--- config.mk ---
export PLATFORM = sky130hd
export DESIGN_NAME = regfile_scoreboard
export DESIGN_NICKNAME = d
export VERILOG_FILES = /design/src/rtl/regfile_pkg.sv /design/src/rtl/regfile_busy_table.sv /design/src/rtl/regfile_scoreboard.sv
export SDC_FILE = /design/constraint.sdc
export NUM_CORES = 2
export LEC_CHECK = 0
export BUFFER_PORTS_ARGS = -buffer_cell sky130_fd_sc_hd__buf_2
export CORE_MARGIN = 5
export CORE_UTILIZATION = 64
export DETAILED_ROUTE_END_ITERATION = 7
export PLACE_DENSITY = 0.81
export SYNTH_ARGS = -nofsm -noshare
export SYNTH_HDL_FRONTEND = slang
export SYNTH_SLANG_ARGS = --single-unit
--- constraint.sdc ---
create_clock -name clk -period 3.13 [get_ports clk]
set_input_delay 0.4695 -clock clk [delete_from_list [all_inputs] [get_ports clk]]
set_output_delay 0.4695 -clock clk [all_outputs]
set_load 0.05 [all_outputs]
--- src/rtl/regfile_pkg.sv ---
// Shared constants and types for the register file with pending-write scoreboard.
// Provides default sizes, the address-width helper and the busy-vector type.
package regfile_pkg;

    localparam int XLEN_DEF  = 32;
    localparam int NREGS_DEF = 32;

    // Address width for a register count; never narrower than one bit.
    function automatic int aw_of(input int n);
        return (n < 2) ? 1 : $clog2(n);
    endfunction

    typedef logic [NREGS_DEF-1:0] busy_vec_t;

endpackage

--- src/rtl/regfile_busy_table.sv ---
// Pending-write scoreboard: one busy bit per register, issue acceptance and busy count.
// Ports: clk, rst_n, we/wa (writeback clear), iss_valid/iss_rd/iss_ready (issue set), busy, nbusy.
module regfile_busy_table #(
    parameter int NREGS    = 32,
    parameter int AW       = 5,
    parameter int ZERO_REG = 1
) (
    input  logic             clk,
    input  logic             rst_n,
    input  logic             we,
    input  logic [AW-1:0]    wa,
    input  logic             iss_valid,
    input  logic [AW-1:0]    iss_rd,
    output logic             iss_ready,
    output logic [NREGS-1:0] busy,
    output logic [AW:0]      nbusy
);

    localparam logic ZR = (ZERO_REG != 0);

    logic zr_iss;
    logic zr_wa;
    logic set;
    logic clr;
    logic inc;
    logic dec;

    assign zr_iss = ZR && (iss_rd == '0);
    assign zr_wa  = ZR && (wa == '0);

    // A writeback to the same register this cycle resolves the WAW hazard.
    assign iss_ready = !iss_valid || zr_iss || !busy[iss_rd]
                     || (we && (wa == iss_rd));

    assign set = iss_valid && iss_ready && !zr_iss;
    assign clr = we && !zr_wa;

    // Count changes only when a bit actually flips; a set and clear on
    // the same register leaves it busy, so no decrement then.
    assign inc = set && !busy[iss_rd];
    assign dec = clr && busy[wa] && !(set && (wa == iss_rd));

    always_ff @(posedge clk or negedge rst_n) begin
        if (!rst_n) begin
            busy  <= '0;
            nbusy <= '0;
        end else begin
            if (clr) busy[wa] <= 1'b0;
            // Later assignment wins: set overrides a same-register clear.
            if (set) busy[iss_rd] <= 1'b1;
            nbusy <= nbusy + (AW+1)'(inc) - (AW+1)'(dec);
        end
    end

endmodule

--- src/rtl/regfile_scoreboard.sv ---
// Multi-read-port register file with write-through bypass, zero register and scoreboard.
// Ports: rd_addr/rd_data/rd_busy per read port, we/wa/wd writeback, iss_* issue, nbusy count.
module regfile_scoreboard
    import regfile_pkg::*;
#(
    parameter int XLEN     = XLEN_DEF,
    parameter int NREGS    = NREGS_DEF,
    localparam int AW      = aw_of(NREGS),
    parameter int NRD      = 2,
    parameter int ZERO_REG = 1,
    parameter int BYPASS   = 1
) (
    input  logic                clk,
    input  logic                rst_n,
    input  logic [NRD*AW-1:0]   rd_addr,
    output logic [NRD*XLEN-1:0] rd_data,
    output logic [NRD-1:0]      rd_busy,
    input  logic                we,
    input  logic [AW-1:0]       wa,
    input  logic [XLEN-1:0]     wd,
    input  logic                iss_valid,
    input  logic [AW-1:0]       iss_rd,
    output logic                iss_ready,
    output logic [AW:0]         nbusy
);

    localparam logic ZR  = (ZERO_REG != 0);
    localparam logic BYP = (BYPASS != 0);

    logic [XLEN-1:0]  mem [NREGS];
    logic [NREGS-1:0] busy;

    always_ff @(posedge clk or negedge rst_n) begin
        if (!rst_n) begin
            for (int i = 0; i < NREGS; i++) mem[i] <= '0;
        end else if (we && !(ZR && (wa == '0))) begin
            mem[wa] <= wd;
        end
    end

    regfile_busy_table #(
        .NREGS    (NREGS),
        .AW       (AW),
        .ZERO_REG (ZERO_REG)
    ) u_busy (
        .clk       (clk),
        .rst_n     (rst_n),
        .we        (we),
        .wa        (wa),
        .iss_valid (iss_valid),
        .iss_rd    (iss_rd),
        .iss_ready (iss_ready),
        .busy      (busy),
        .nbusy     (nbusy)
    );

    for (genvar i = 0; i < NRD; i++) begin : g_rd
        logic [AW-1:0]   a;
        logic [XLEN-1:0] d;
        logic            b;

        assign a = rd_addr[i*AW +: AW];

        always_comb begin
            d = mem[a];
            b = busy[a];
            if (ZR && (a == '0)) begin
                d = '0;
                b = 1'b0;
            end else if (BYP && we && (wa == a)) begin
                d = wd;
                b = 1'b0;
            end
        end

        assign rd_data[i*XLEN +: XLEN] = d;
        assign rd_busy[i]              = b;
    end

endmodule

* After elaboration in Yosys (flattened, before gate mapping)
Cells that the tools add are included.
Word-level totals: register bits after elaboration 1062, input bits 56, output and inout port bits 73
Cells by class: add/subtract/negate cells 2, $lt $le $gt $ge 10, equality and inequality tests 3, muxes and demuxes 31, bitwise gates (word level) 6, reductions and logical operators 25
Operators by type and width (count):
- bitwise mux 1024 bit | 1
- two-way mux 32 bit | 11
- binary-select mux 32 bit (select 5 bit) | 2
- demux 32 bit (select 5 bit) | 1
- bitwise AND 32 bit | 1
- inverter 32 bit | 1
- OR 32 bit | 1
- < comparator 5 x 6 -> 1 bit, second input constant | 4
- binary-select mux 1 bit (select 5 bit) | 4
- logical NOT 5 bit | 4
- >= comparator 6 bit, second input constant | 3
- inverter 5 -> 6 bit | 3
- == test 5 bit | 3
- logical AND 1 bit | 13
- demux 1 bit (select 5 bit) | 2
- >= comparator 5 x 1 -> 1 bit, second input constant | 2
- two-way mux 1 bit | 10
- adder 6 x 1 -> 6 bit | 1
- < comparator 6 x 1 -> 1 bit, second input constant | 1
- subtractor 6 x 1 -> 6 bit | 1
- logical NOT 1 bit | 5
- logical OR 1 bit | 3

* Depth between registers and ports, before layout
word-level depth 11, gate-level depth with buffers 15, mapped depth without buffers 13

* Modules after synthesis
From an unflattened synthesis, not the netlist that was laid out.
Second synthesis, totals: cells, all modules 4094, area total of the unflattened synthesis 58228.3 um2
Modules (own cells, without submodules):
- regfile_scoreboard | instances 1, cells each 3851, area an instance 55766.0 um2, sequential area each 25624.6 um2
- regfile_busy_table | instances 1, cells each 243, area an instance 2462.4 um2, sequential area each 950.9 um2

* Worst setup path before layout
OpenSTA, ideal clock, no wires.
kind input -> register, from in wa[0], to reg u_busy.nbusy[4], setup time 0.080 ns, data arrival time 3.218 ns, setup slack -0.168 ns, cell stages on the path 14, buffers on the path 2, path through buf_2 > buf_2 > mux4_2 > a22oi_1 > nand4_1 > and4b_1 > ha_1 > inv_1 > ha_1 > fa_1 > a21oi_1 > nor2_1 > nor2_1 > xnor2_1
Between the ends: longest elaborated chain between the ends 9
RTL lines:
- from (decl) | RTL line regfile_scoreboard.sv:19 | input logic [AW-1:0] wa,
- parallel branches: the longest is 8 deep, another holds adder 6 x 1 -> 6 bit
- subtractor 6 x 1 -> 6 bit * | RTL line regfile_busy_table.sv:51 | nbusy <= nbusy + (AW+1)'(inc) - (AW+1)'(dec);
- to (signal assigned) | RTL line regfile_busy_table.sv:51
- to (decl) | RTL line regfile_busy_table.sv:16 | output logic [AW:0] nbusy
Mark *: on every way between the ends. The select of a mux whose other input is x is not followed. A chain may end at the register's enable or synchronous reset.

* Worst setup path after layout
from reg mem[686] (netlist name), to out rd_data[14]
Between the ends: longest elaborated chain between the ends 5
RTL lines:
- from (decl) | RTL line regfile_scoreboard.sv:30 | logic [XLEN-1:0] mem [NREGS];
- from (signal, indexed assignment) | RTL line regfile_scoreboard.sv:37 | mem[wa] <= wd;
- binary-select mux 32 bit (select 5 bit) | RTL line regfile_scoreboard.sv:65 | d = mem[a];
- two-way mux 32 bit (implied by the code) (2 in a row) | RTL line regfile_scoreboard.sv:65
- two-way mux 32 bit | RTL line regfile_scoreboard.sv:70 | end else if (BYP && we && (wa == a)) begin
- two-way mux 32 bit | RTL line regfile_scoreboard.sv:67 | if (ZR && (a == '0)) begin
- to (decl) | RTL line regfile_scoreboard.sv:16 | output logic [NRD*XLEN-1:0] rd_data,
Every way passes these cells. The select of a mux whose other input is x is not followed.

==> results.md <==
- The core footprint is 89900 µm².
- Measured against the total synthesized area, the mux share comes to 0.435.
- In the post-synthesis netlist, the biggest area contributors are dfrtp_1 (46%), mux4_2 (21%), mux2_2 (20%).
- The clock sink count is 1062.
- The later pin in the worst-skew pair is clocked with a latency of 0.69 ns.
- The maximum fanout count along the critical path is 2.
- The flow ran to the end, but the final reports show violations.
- The congestion estimate from routability-driven global placement came to 0.917.
- Registers take 26600 µm².
- Of the total power, the clock network draws 0.329.
- The critical path data required time is 2.66 ns.
- Detailed routing inserted a total of 39849 vias.
- The post-synthesis net count is 3944.
- Setup repair after global routing could not meet its margin everywhere.
- Summing every instance area after synthesis gives 57900 µm².
- The setup skew after layout is 0.00615 ns.
- The global-route usage over all layers is 0.375.
- The kind of capture point of the worst setup path is an output pin.
- The number of fillers in the final layout is 5071.
- The number of enable-type register cells in the synthesized netlist is 0.
- The remaining global-route overflow is 0.
- Of the available clock period, the critical path in the final layout requires 1.04.
- After synthesis the netlist holds a flip-flop and latch count of 1062.
- Of the total power, the share spent switching nets is 0.289.
- Pin placement for this block handled 129 I/O pins.
- The worst slew margin relative to its limit is 0.286.
- The area share of fa/ha/maj cells after synthesis is 0.00164.
- The number of buffer and inverter stages on the critical path is 1.
- Entering global routing, the biggest net connects 117 pins.
- The post-synthesis compound-gate area fraction is 0.0370.
- The maximum cell stage delay along the critical path is 0.50 ns.
- The overall power of the completed layout is 43800 µW.
- In this run the vertical extent of the chip is 311 µm.
- The total length of routed wires is 182000 µm.
- The simple-gate area share of the yosys netlist is 0.0280.
- The biggest area consumer among synthesized cells is dfrtp_1.
- Using the TritonRoute via totals, the vias-per-cell ratio works out to 7.45.
- The most common cell in the synthesized netlist is dfrtp_1.
- The actual slew at the worst max-slew pin is 1.07 ns.
- The area of all placed cells without fillers is 67400 µm².
- For this run, the number of Yosys warnings is 0.
- Setup violations remaining at the end of the flow were counted as 26.
- The part of the total power dissipated in sequential elements is 0.421.
- The total net switching power is 12600 µW.
- The final-report hold violation count is 0.
- Summing all placed instances gives a cell area of 61900 µm².
- The flip-flop cell with the highest count after synthesis is dfrtp_1.
- In this run the worst hold path is classified as input pin to flip-flop.
- The mean instance size in the synthesized netlist is 14.9 µm².
- Summed over all nets, the half-perimeter wirelength after detailed placement is 105000 µm.
- For this design the ratio of total power to cell area is 649 nW/µm².
- Max-cap violations in this run came to 0.
- Synthesis instantiated 67 different standard cells from the library.
- The critical setup path kind is flip-flop to output pin.
- The total CTS buffers is 110.
- The per-cell routed wire length is 34.0 µm.
- For this run, design rule violations remaining after detail routing come to 0.
- The area growth from synthesis to layout is 16.5%.
- The combined area of the multi-input logic cells is 29700 µm².
- Of the synthesized area, sequential elements account for 0.459.
- The data arrival time of the critical path is 2.78 ns.
- Across all setup checks in the final design, the least slack found is -0.122 ns.
- During placement, the flow inserted port buffers numbering 128.
- The number of routed nets with antenna violations is 0.
- The floorplan die width is 311 µm.
- STA classifies the critical path startpoint as a flip-flop.
- The number of antenna violations at the first check in global routing is 5.
- The slowest stage of the critical path is the mux4_2 cell.
- The share of synthesized registers carrying an async set or reset is 1.00.
- The timing-limited maximum frequency is 307 MHz.
- The worst-case IR drop observed on VDD is 0.000507 V.
- The clock passes through at most 3 buffers.
- The final reports fail on setup timing.
- The tree is rooted in a clkbuf_16.
- The leakage power of the design is 0.0296 µW.
- The CTS tree is done.
- The largest family of logic cells by synthesized area is multiplexers.
- The first-pass iteration count of the detailed router is 6.
- The xor and xnor fraction of the mapped netlist area is 0.00303.
- In this run the core area contains 110 standard-cell rows.
- Broken down by cell family, the worst path's largest delay share belongs to multiplexers.
- For this run, the post-layout net count is 4140.
- The first routing iteration left 4787 violations.
- The area of the die is 96500 µm².
- The combinational share of power is 0.250.
- The number of pins with negative max-slew slack in the final report came to 0.
- The number of global-route vias before repair came to 42202.
- The minimum period implied by the final worst setup slack is 3.25 ns.
- The fraction of synthesized cell area taken by the top area cell type is 0.459.
- The internal power is 31100 µW.
- The share of cells above drive strength 1 is 0.575.
- Sorting the synthesized cells by how often they occur yields dfrtp_1 (1062), mux2_2 (1033), mux4_2 (550).
- Counting every instance in the synthesized netlist gives 3881.
- The H-tree was split into 3 levels.
- The clock transition at the register clock pins on the worst setup and hold paths after CTS is 0.06 ns.
- The first global-routing pass estimated 274000 µm of wire.
- The signal on the critical path passes through mux4_2, mux4_2, nor2b_4, a221o_2, buf_12.
- For this configuration, the core starts out at a cell density of 0.644.
- The most frequent cell on the critical path is mux4_2.
==> power groups by stage <==
stage,sequential (µW),combinational (µW),clock [µW]
floorplan,18000,7430,0
global placement,18300,9750,0
detailed placement,18600,10000,0
CTS,18300,10700,14400
global route,18700,11600,15100
finish,18400,10900,14400
==> routing by layer <==
metal / GRT usage / share of wire
met2: 0.573 / 0.46
met3: 0.105 / 0.12
met4: 0.197 / 0.062
met1: 0.500 / 0.35
met5: 0 / 0.00014
==> flip-flops by register name, summed over array words and instances, names as in the netlist <==
signal        cells
u_busy.busy      32
mem            1024
u_busy.nbusy      6
==> kinds of logic after synthesis <==
family	after synthesis
and+or+nand+nor	343
adders and majority gates	7
xor gates and xnor gates	20
buffers and inverters	464
DFF	1062
AOI/OAI and AO/OA	285
muxes	1700
==> cells in the final DEF (no fill, tap or decap), types with 15 or more instances in the layout <==
cell type / count
nand2_2: 17
o31ai_1: 20
xnor2_1: 15
nor2b_4: 20
nor2b_1: 15
buf_12: 109
o22ai_1: 20
nor2_1: 118
mux4_2: 550
dfrtp_1: 1061
a221o_1: 30
nand2_1: 54
nand3_1: 25
bufinv_16: 18
clkbuf_8: 19
buf_6: 34
o21ai_0: 60
a221oi_1: 30
buf_4: 303
mux2_2: 1033
mux2i_1: 115
clkinv_2: 28
buf_2: 65
clkbuf_16: 115
==> through the flow <==
step                      setup WS, ns  instances  setup TNS, ns  utilization  hold slack, ns
after global placement          -0.281       5038          -1.92        0.689           0.378
final                           -0.122       5351          -1.38        0.750          0.0958
after floorplan                -0.0551       3881        -0.0551            -           0.174
after CTS                       -0.124       5328          -1.57        0.746          0.0727
after detailed placement        -0.294       5038          -2.44        0.689           0.382
after global routing            -0.150       5349          -2.49        0.750           0.104
==> cell type report <==
cell class              count  share of cell area
flip-flops and latches   1062               0.394
diodes                      4            0.000149
clock buffers             144              0.0462
inverters                  16            0.000910
well taps                1176              0.0218
clock inverters            62              0.0129
repair buffers            532              0.0836
multi-input cells        2355               0.440
==> path summary, 6_finish.rpt <==
check	start	endpoint	slack, ns	cells past startpoint
hold reg to reg	mem[1021]	mem[1021]	0.39	0
setup reg to reg	u_busy.busy[19]	u_busy.nbusy[4]	0.13	12
max in group asynchronous	rst_n	mem[573]	1.66	3
hold / removal	wd[29]	mem[541]	0.1	2
setup / recovery	mem[686]	rd_data[14]	-0.12	5
min in group asynchronous	rst_n	mem[79]	0.34	2
==> repair_timing <==
item,in CTS,in global routing
setup endpoints to repair,52,58
resized for setup,105,46
cloned,3,3
hold buffers,1,0
setup buffers,81,17
endpoints found under the hold margin,31,0
pin swaps,6,7
(Power assumes the default switching activity.)
